`config.mk`:
```
export PLATFORM = sky130hd
export DESIGN_NAME = key_tone_sequencer
export DESIGN_NICKNAME = d
export VERILOG_FILES = /design/src/rtl/key_tone_sequencer.sv
export SDC_FILE = /design/constraint.sdc
export NUM_CORES = 1
export LEC_CHECK = 0
export CORE_MARGIN = 2
export CORE_UTILIZATION = 30
export DETAILED_ROUTE_END_ITERATION = 6
export PLACE_DENSITY = 0.42
export SYNTH_ARGS = -nofsm -noshare
export SYNTH_HDL_FRONTEND = slang
export SYNTH_SLANG_ARGS = --single-unit
```
`constraint.sdc`:
```
create_clock -name clk -period 6.9 [get_ports clk]
set_clock_uncertainty 0.15 [all_clocks]
set_input_delay 1.725 -clock clk [delete_from_list [all_inputs] [get_ports clk]]
set_output_delay 1.725 -clock clk [all_outputs]
set_load 0.03 [all_outputs]
```
`src/rtl/key_tone_sequencer.sv`:
```
// Matrix keypad scanner with frame-level debouncing, a small key-event FIFO
// and a tone player that turns each queued key into a fixed-length square-wave burst.
module key_tone_sequencer #(
    parameter int ROWS       = 4,
    parameter int COLS       = 4,
    parameter int KEY_W      = 4,
    parameter int SCAN_DIV   = 50000,
    parameter int DEB_CNT    = 4,
    parameter int FIFO_DEPTH = 4,
    parameter int NW         = 12,
    parameter int BASE       = 750,
    parameter int STEP       = 50,
    parameter int TONE_LEN   = 25000000,
    parameter int GAP_LEN    = 2500000
) (
    input  logic             clk,
    input  logic             rst,
    output logic [COLS-1:0]  col,
    input  logic [ROWS-1:0]  fila,
    output logic             key_valid,
    output logic [KEY_W-1:0] key_code,
    output logic             tone,
    output logic             busy,
    output logic             ovf
);

    localparam int COL_W    = (COLS > 1) ? $clog2(COLS) : 1;
    localparam int SCAN_W   = (SCAN_DIV > 1) ? $clog2(SCAN_DIV) : 1;
    localparam int DEB_W    = $clog2(DEB_CNT + 1);
    localparam int PTR_W    = (FIFO_DEPTH > 1) ? $clog2(FIFO_DEPTH) : 1;
    localparam int LEN_MAX  = (TONE_LEN > GAP_LEN) ? TONE_LEN : GAP_LEN;
    localparam int LEN_W    = $clog2(LEN_MAX + 1);
    localparam int HW       = KEY_W + 34;
    localparam int HALF_MAX = (1 << NW) - 1;

    typedef enum logic [1:0] {IDLE, LOAD, PLAY, GAP} state_t;

    logic [SCAN_W-1:0] scan_cnt;
    logic [COL_W-1:0]  col_idx;
    logic              dwell_end;
    logic              frame_end;

    logic [1:0]        col_hits;
    logic [KEY_W-1:0]  col_code;
    logic [1:0]        acc_hits;
    logic [KEY_W-1:0]  acc_code;
    logic [2:0]        hit_sum;
    logic [1:0]        merged_hits;
    logic [KEY_W-1:0]  merged_code;
    logic              frame_valid;

    logic              cand_valid;
    logic [KEY_W-1:0]  cand_code;
    logic [DEB_W-1:0]  deb_cnt;
    logic [DEB_W-1:0]  deb_next;
    logic              same;
    logic              accept_now;
    logic              stable_valid;
    logic [KEY_W-1:0]  stable_code;
    logic              press_evt;

    logic [KEY_W-1:0]  mem [FIFO_DEPTH];
    logic [PTR_W-1:0]  wr_ptr;
    logic [PTR_W-1:0]  rd_ptr;
    logic [PTR_W:0]    count;
    logic              full;
    logic              empty;
    logic              pop;
    logic              push_ok;
    logic [KEY_W-1:0]  head;

    state_t            state, state_d;
    logic [KEY_W-1:0]  cur_code, cur_code_d;
    logic [NW-1:0]     half, half_d;
    logic [NW-1:0]     half_cnt, half_cnt_d;
    logic [LEN_W-1:0]  len_cnt, len_cnt_d;
    logic              tone_d;
    logic [HW-1:0]     half_wide;
    logic [NW-1:0]     half_sat;

    assign dwell_end = (scan_cnt == SCAN_W'(SCAN_DIV - 1));
    assign frame_end = dwell_end && (col_idx == COL_W'(COLS - 1));

    always_ff @(posedge clk) begin
        if (rst) begin
            scan_cnt <= '0;
            col_idx  <= '0;
        end else if (dwell_end) begin
            scan_cnt <= '0;
            col_idx  <= (col_idx == COL_W'(COLS - 1)) ? '0 : col_idx + COL_W'(1);
        end else begin
            scan_cnt <= scan_cnt + SCAN_W'(1);
        end
    end

    always_comb begin
        col          = '0;
        col[col_idx] = 1'b1;
    end

    // Hit count saturates at 2: anything beyond "more than one" is a reject anyway.
    always_comb begin
        col_hits = 2'd0;
        col_code = '0;
        for (int r = 0; r < ROWS; r++) begin
            if (fila[r]) begin
                if (col_hits != 2'd2) begin
                    col_hits = col_hits + 2'd1;
                end
                col_code = KEY_W'(r * COLS) + KEY_W'(col_idx);
            end
        end
    end

    always_comb begin
        hit_sum     = {1'b0, acc_hits} + {1'b0, col_hits};
        merged_hits = (hit_sum >= 3'd2) ? 2'd2 : hit_sum[1:0];
        merged_code = (col_hits != 2'd0) ? col_code : acc_code;
        frame_valid = (merged_hits == 2'd1);
    end

    always_ff @(posedge clk) begin
        if (rst) begin
            acc_hits <= 2'd0;
            acc_code <= '0;
        end else if (frame_end) begin
            acc_hits <= 2'd0;
            acc_code <= '0;
        end else if (dwell_end) begin
            acc_hits <= merged_hits;
            acc_code <= merged_code;
        end
    end

    // A frame result becomes stable once it has repeated DEB_CNT frames in a row.
    always_comb begin
        same = (frame_valid == cand_valid) && (!frame_valid || (merged_code == cand_code));
        if (same) begin
            deb_next = (deb_cnt == DEB_W'(DEB_CNT)) ? deb_cnt : deb_cnt + DEB_W'(1);
        end else begin
            deb_next = DEB_W'(1);
        end
        accept_now = (deb_next >= DEB_W'(DEB_CNT));
        press_evt  = frame_end && accept_now && frame_valid &&
                     !(stable_valid && (stable_code == merged_code));
    end

    always_ff @(posedge clk) begin
        if (rst) begin
            cand_valid   <= 1'b0;
            cand_code    <= '0;
            deb_cnt      <= '0;
            stable_valid <= 1'b0;
            stable_code  <= '0;
        end else if (frame_end) begin
            cand_valid <= frame_valid;
            cand_code  <= merged_code;
            deb_cnt    <= deb_next;
            if (accept_now) begin
                stable_valid <= frame_valid;
                stable_code  <= merged_code;
            end
        end
    end

    always_ff @(posedge clk) begin
        if (rst) begin
            key_valid <= 1'b0;
            key_code  <= '0;
        end else begin
            key_valid <= press_evt;
            if (press_evt) begin
                key_code <= merged_code;
            end
        end
    end

    assign full    = (count == (PTR_W + 1)'(FIFO_DEPTH));
    assign empty   = (count == '0);
    assign push_ok = press_evt && (!full || pop);
    assign head    = mem[rd_ptr];

    always_ff @(posedge clk) begin
        if (push_ok) begin
            mem[wr_ptr] <= merged_code;
        end
    end

    // A push into a full FIFO survives only if the player drains a slot in the same cycle.
    always_ff @(posedge clk) begin
        if (rst) begin
            wr_ptr <= '0;
            rd_ptr <= '0;
            count  <= '0;
            ovf    <= 1'b0;
        end else begin
            if (push_ok) begin
                wr_ptr <= wr_ptr + PTR_W'(1);
            end
            if (pop) begin
                rd_ptr <= rd_ptr + PTR_W'(1);
            end
            case ({push_ok, pop})
                2'b10:   count <= count + (PTR_W + 1)'(1);
                2'b01:   count <= count - (PTR_W + 1)'(1);
                default: count <= count;
            endcase
            if (press_evt && !push_ok) begin
                ovf <= 1'b1;
            end
        end
    end

    always_comb begin
        half_wide = HW'(BASE) + HW'(STEP) * HW'(cur_code);
        if (half_wide > HW'(HALF_MAX)) begin
            half_sat = NW'(HALF_MAX);
        end else if (half_wide == '0) begin
            half_sat = NW'(1);
        end else begin
            half_sat = half_wide[NW-1:0];
        end
    end

    always_ff @(posedge clk) begin
        if (rst) begin
            state    <= IDLE;
            cur_code <= '0;
            half     <= '0;
            half_cnt <= '0;
            len_cnt  <= '0;
            tone     <= 1'b0;
        end else begin
            state    <= state_d;
            cur_code <= cur_code_d;
            half     <= half_d;
            half_cnt <= half_cnt_d;
            len_cnt  <= len_cnt_d;
            tone     <= tone_d;
        end
    end

    // len_cnt is shared by PLAY and GAP since only one of them runs at a time.
    always_comb begin
        state_d    = state;
        cur_code_d = cur_code;
        half_d     = half;
        half_cnt_d = half_cnt;
        len_cnt_d  = len_cnt;
        tone_d     = tone;
        pop        = 1'b0;
        case (state)
            IDLE: begin
                tone_d = 1'b0;
                if (!empty) begin
                    pop        = 1'b1;
                    cur_code_d = head;
                    state_d    = LOAD;
                end
            end
            LOAD: begin
                half_d     = half_sat;
                half_cnt_d = '0;
                len_cnt_d  = '0;
                tone_d     = 1'b0;
                state_d    = PLAY;
            end
            PLAY: begin
                if (len_cnt == LEN_W'(TONE_LEN - 1)) begin
                    len_cnt_d = '0;
                    tone_d    = 1'b0;
                    state_d   = GAP;
                end else begin
                    len_cnt_d = len_cnt + LEN_W'(1);
                    if (half_cnt == half - NW'(1)) begin
                        half_cnt_d = '0;
                        tone_d     = ~tone;
                    end else begin
                        half_cnt_d = half_cnt + NW'(1);
                    end
                end
            end
            GAP: begin
                tone_d = 1'b0;
                if (len_cnt == LEN_W'(GAP_LEN - 1)) begin
                    len_cnt_d = '0;
                    state_d   = IDLE;
                end else begin
                    len_cnt_d = len_cnt + LEN_W'(1);
                end
            end
            default: begin
                tone_d  = 1'b0;
                state_d = IDLE;
            end
        endcase
    end

    assign busy = (state != IDLE);

endmodule
```
# Word-level counts from Yosys, hierarchy flattened
# Memories as Yosys holds them, arrays and structs flattened. A register that Yosys moved wholly into a read port is not among the register bits.
# Index checks and enable logic that the tools add are counted.
# W data, S select, Z words.
# totals
ff_bits,102
ramBits,16
input_bits,6
output_inout_bits,12
elab_cells,139
n_memories,1
# op_classes
add_sub_neg,18
multipliers,1
magnitude_cmp,5
n_eq_ne,24
mux,38
bitwise_logic,2
reduce_logical,30
# mem_list
memory,depth,width,read_ports,rd_ports_with_merged_regs,wr,line,source
mem,4,4,1,1,1,62,logic [KEY_W-1:0] mem [FIFO_DEPTH];
# ops
operator,n
$pmux W25 S3,1
$mux W25,2
$logic_not A38 Y1,1
$mux W12,3
$add A25 B1 Y25 const B,1
$eq A25 B22 Y1 const B,1
$eq A25 B25 Y1 const B,1
$mux W2,12
$pmux W12 S2,1
$add A16 B1 Y16 const B,1
$eq A16 B16 Y1 const B,1
$mux W4,4
$ne A2 B2 Y1 const B,7
$add A12 B1 Y12 const B,1
$add A2 B1 Y2 const B,6
$eq A12 B12 Y1,1
$gt A11 B12 Y1 const B,1
$sub A12 B1 Y12 const B,1
$add A10 B10 Y11 const A,1
$mux W11,1
$logic_and A1 B1 Y1,9
$mul A5 B4 Y9 const A,1
$eq A2 B2 Y1 const B,4
$eq A4 B4 Y1,2
31 further kinds,54

# Depth between registers and ports, before layout
# logic_depth
ltp_word,25
mapped_depth,21
mapped_depth_nobuf,19

# Worst setup path before layout
# No wires, ideal clock.
# synth_path
path_kind,in2reg
start,input fila[0]
end,register count[2]
setup_ns,0.123
arrival_ns,5.722
t_required_ns,6.627
path_slack_ns,0.905
stages,20
path_buffers,2
cell_sequence,inv_1 -> ha_1 -> and2_1 -> or2_2 -> ha_1 -> nand2_1 -> o31ai_1 -> inv_2 -> fa_1 -> and3_1 -> buf_1 -> nand2_1 -> nor4_2 -> o221a_2 -> o311ai_2 -> and2_1 -> buf_2 -> fa_1 -> mux2i_1 -> mux2_1
# synth_via
elab_chain_len,25
elab_cells_between_ends,41
classes_between,add/sub: 4; order compare: 2; eq/ne: 9; mux: 15; reduce/logical: 11
# synth_lines
item,line,source
"start, declared",19,"input logic [ROWS-1:0] fila,"
$mux W1,106,if (fila[r]) begin
$add A2 B1 Y2 or $ne A2 B2 Y1 (tied branches),"108, 107",
$mux W2,107,if (col_hits != 2'd2) begin
$mux W2,106,
$add A2 B1 Y2 or $ne A2 B2 Y1 (tied branches),"108, 107",
$mux W2,107,
$mux W2,106,
$add A2 B1 Y2 or $ne A2 B2 Y1 (tied branches),"108, 107",
(+8 left out),n/a,
$logic_and A1 B1 Y1,137,same = (frame_valid == cand_valid) && (!frame_valid || (merged_code == cand_code));
$mux W3,138,if (same) begin
$ge A3 B3 Y1,143,accept_now = (deb_next >= DEB_W'(DEB_CNT));
$logic_and A1 B1 Y1 (2 in series),144,press_evt = frame_end && accept_now && frame_valid &&
$logic_and A1 B1 Y1 *,144,
$logic_and A1 B1 Y1 *,180,assign push_ok = press_evt && (!full || pop);
$eq A2 B1 Y1 or $eq A2 B2 Y1 (tied branches),203,"case ({push_ok, pop})"
$pmux W3 S2 or $reduce_bool A2 Y1 (tied branches),n/a,
"end signal, assigned",204,2'b10: count <= count + (PTR_W + 1)'(1);
"end signal, assigned",205,2'b01: count <= count - (PTR_W + 1)'(1);
"end signal, assigned",206,default: count <= count;
"end, declared",65,logic [PTR_W:0] count;
# Every way passes the cells marked *; elsewhere a longest branch is shown, timed or not.
# A chain may end at the register's enable or synchronous reset.

# Final worst setup path
# Same ends and word-level chain as after synthesis.

==> reports/results.txt <==
outcome = finished clean
WHS Path Cells = 1
layout cell share with drive strength beyond 1 = 8.07%
Power Density = 259 mW/mm^2
largest stage delay on the critical path = 0.54 ns
Worst Hold Launch = scan_cnt[0]$_SDFF_PP0_
hold buffers post-CTS = 0
Async SR Flop Fraction = 0%
Die Span Y = 153 microns
final setup fails = 0
first-pass GRT wire length = 25.6 mm
vias per inst = 5.01
Critical Path End Type = flip-flop
Synth Instances = 755
Cell Area, Synth = 0.00668 sq mm
syn avg cell area = 8.85 sq um
post-synthesis xor/xnor area fraction = 6.41%
Longest Clk Path Bufs = 2
post-synthesis compound-gate area fraction = 14.2%
simple-gate share of the synthesized area = 24.6%
GRT Overall Usage = 13.3%
Wirelength per Cell = 14.3 microns
mux contribution to synthesized area = 4.65%
Clock Sinks = 121
die area = 0.0235 sq mm
number of global-route vias before repair = 5146
CTS root buf = clkbuf_16
Worst Path Required = 7.04 ns
sequential area share after synthesis = 38.7%
routed vias = 5318
post-synthesis cell type count = 71
Syn Nets = 800
drc violations = 0
post-layout min period = 6.21 ns
Post-CTS Setup Inserts = 0
ranking of synthesized cells by area = dfxtp_1 31%, edfxtp_1 7.2%, ha_1 6.7%, nor2_1 5.1%, a21oi_1 3.6%
post-synth top area cell = dfxtp_1
hpwl dp = 10.8 mm
Post-synth EDFFs = 16
Port Buf Inserts = 17
Rel. slew slack = 38.6%
Post-synth top flop = dfxtp_1
largest family of logic cells by synthesized area = simple AND/OR/NAND/NOR gates
number of CTS-inserted buffers = 17
Static Leak = 2.81 nW
Tightest Hold Check Type = reg2reg
reg2reg start = scan_cnt[15]$_SDFF_PP0_
CTS clk-pin slew, worst paths = 0.06 ns
Yosys warnings = 0
post-CTS sizing = 0
first-pass iteration count of the detailed router = 4
CTS tree = built
WL final = 15.2 mm
period utilization = 89.9%
Post-Route Setup TNS = 0 ns
Core Area = 0.0218 sq mm
post-synthesis adder-cell area fraction = 7.64%
critical setup path kind = in2reg
max-cap viol count = 0
top cell type's share of synthesized area = 31.5%
die width = 153 microns
Pwr Total = 0.00199 W
RSZ-0062 raised after global routing = no
ant diodes = 0
area growth from synthesis to final layout = 15.2%
io pins = 18
cell chain of the critical path = clkdlybuf4s50_1 > inv_1 > ha_1 > and2_1 > or2_2 > ha_1 > nand2_1 > o31ai_1 > inv_2 > fa_1 > and3_1 > nand2_1 > nor4_2 > o221a_2 > o311ai_2 > and2_1 > fa_1 > mux2i_1 > mux2_1
Final GP Congestion = 0.779
critical path arrival = 6.35 ns
Slew @ Worst Pin = 0.919 ns
post-route ant nets = 0
initial core utilization = 30.6%
end of the worst register-to-register path = count[2]$_SDFFE_PP0P_
FF-to-FF setup slack = 2.82 ns
fmax = 161 MHz
Layout Nets = 813
Critical Path Source Type = input pin
Slowest-stage cell, CP = fa_1
grt ovf = 0
antenna violations before repair = 0
worst skew pair latency = 0.42 ns
post-synthesis register bit count = 121
largest net degree at the start of global routing = 45
# rows = 54
Slew Viols, Final = 0
reg2reg path depth = 10
Initial DRC Count = 307
Hold WS = 0.298 ns
Fin. Hold Viols = 0
crit path max fanout = 6
Finished Core Util = 35.3%
Worst Hold Path EP = scan_cnt[0]$_SDFF_PP0_
H-tree depth = 4
worst vdd ir = 0.000133 V
worst max-delay path, delay by kind of cell:
kind                       cells  cell delay (ns)
and+or+nand+nor                7             1.43
adders and majority gates      4             1.46
AOI/OAI and AO/OA              3             0.51
buffers and inverters          3             0.69
muxes                          2             0.53
how the worst max path moves through the flow:
stage,startpoint,end,slack (ns),depth (start not counted)
2_1_floorplan,fila[0],count[2]$_SDFFE_PP0P_,0.91,20
3_3_place_gp,fila[0],count[2]$_SDFFE_PP0P_,0.43,19
3_5_place_dp,fila[0],count[2]$_SDFFE_PP0P_,0.28,19
4_1_cts,fila[0],count[2]$_SDFFE_PP0P_,0.71,19
5_1_grt,fila[0],count[2]$_SDFFE_PP0P_,0.42,19
6_report,fila[0],count[2]$_SDFFE_PP0P_,0.69,19
Yosys cell counts, types with 4 or more instances:
library cell and n:
dfxtp_1 105, nor2_1 91, nand2_1 56, a21oi_1 48, ha_1 36, inv_1 34, o21ai_0 28, nand3_1 25
xnor2_1 25, clkbuf_1 24, xor2_1 22, and3_1 20, edfxtp_1 16, mux2i_1 16, nor3_1 16, and2_1 14
nand4_1 14, or3_1 14, a211oi_1 11, a31oi_1 11, nand3b_1 10, nand2b_1 9, nor4_1 9, a21o_1 7
a22oi_1 6, mux4_2 4, nor2b_1 4, nor3b_1 4, o21a_1 4, o31a_1 4, or2_2 4, or4_1 4
flip-flops by register name, summed over array words and instances, names as in the netlist, 3 cells and up:
signal,flops
len_cnt,25
mem,16
scan_cnt,16
half_cnt,12
half,11
acc_code,4
cand_code,4
cur_code,4
key_code,4
stable_code,4
count,3
deb_cnt,3
layer usage:
layer,share of wire (%),GRT usage [%]
met4,1.2,3.53
met5,0,0
met1,50,17.6
met3,2.6,3.54
met2,46,21.5
logic make-up (layout without fill, tap and decap cells):
| group | count (synthesis) | in the layout |
|---|---|---|
| AO/OA/AOI/OAI | 146 | 146 |
| XOR/XNOR | 48 | 48 |
| adder cells (fa/ha/maj) | 39 | 39 |
| buffers and inverters | 65 | 91 |
| flip-flops | 121 | 121 |
| multiplexers | 24 | 24 |
| AND/OR/NAND/NOR | 312 | 312 |
cells in the final DEF (no fill, tap or decap), drive strengths merged, types with 5 or more instances in the layout:
| cell type | n |
|---|---|
| a31oi | 11 |
| and3 | 20 |
| and2 | 14 |
| ha | 36 |
| nor3 | 16 |
| dfxtp | 105 |
| a21oi | 48 |
| nor2 | 91 |
| nand3 | 25 |
| xor2 | 23 |
| nand3b | 10 |
| xnor2 | 25 |
| nand4 | 14 |
| clkdlybuf4s50 | 16 |
| nor4 | 11 |
| mux2i | 17 |
| a211oi | 12 |
| edfxtp | 16 |
| o21ai | 29 |
| clkbuf | 17 |
| nand2b | 9 |
| inv | 47 |
| buf | 6 |
| a21o | 7 |
| a22oi | 6 |
| or2 | 5 |
| nand2 | 56 |
| or3 | 14 |
| nor3b | 5 |
stage by stage:
step           instance area [sq um]  setup slack [ns]  instances
3_3_place_gp                    7120             0.432       1029
4_1_cts                         7690             0.709       1061
6_report                        7690             0.694       1061
2_1_floorplan                   6680             0.905        755
3_5_place_dp                    7120             0.276       1029
5_1_grt                         7690             0.423       1061
cell type report:
type | instances | area, sq um
fillers | 2269 | 14100
multi-input cells | 569 | 3840
flip-flops and latches | 121 | 2580
clock buffers | 17 | 425
clock inverters | 15 | 150
well taps | 280 | 350
repair buffers | 22 | 203
inverters | 37 | 139
power breakdown:
part	total (W)	internal, W	switching, W
clock	0.000872	0.000508	0.000364
sequential	0.000774	0.000739	0.0000350
combinational	0.000347	0.000141	0.000206
total	0.00199	0.00139	0.000606
Power figures use the tool's default switching activity.
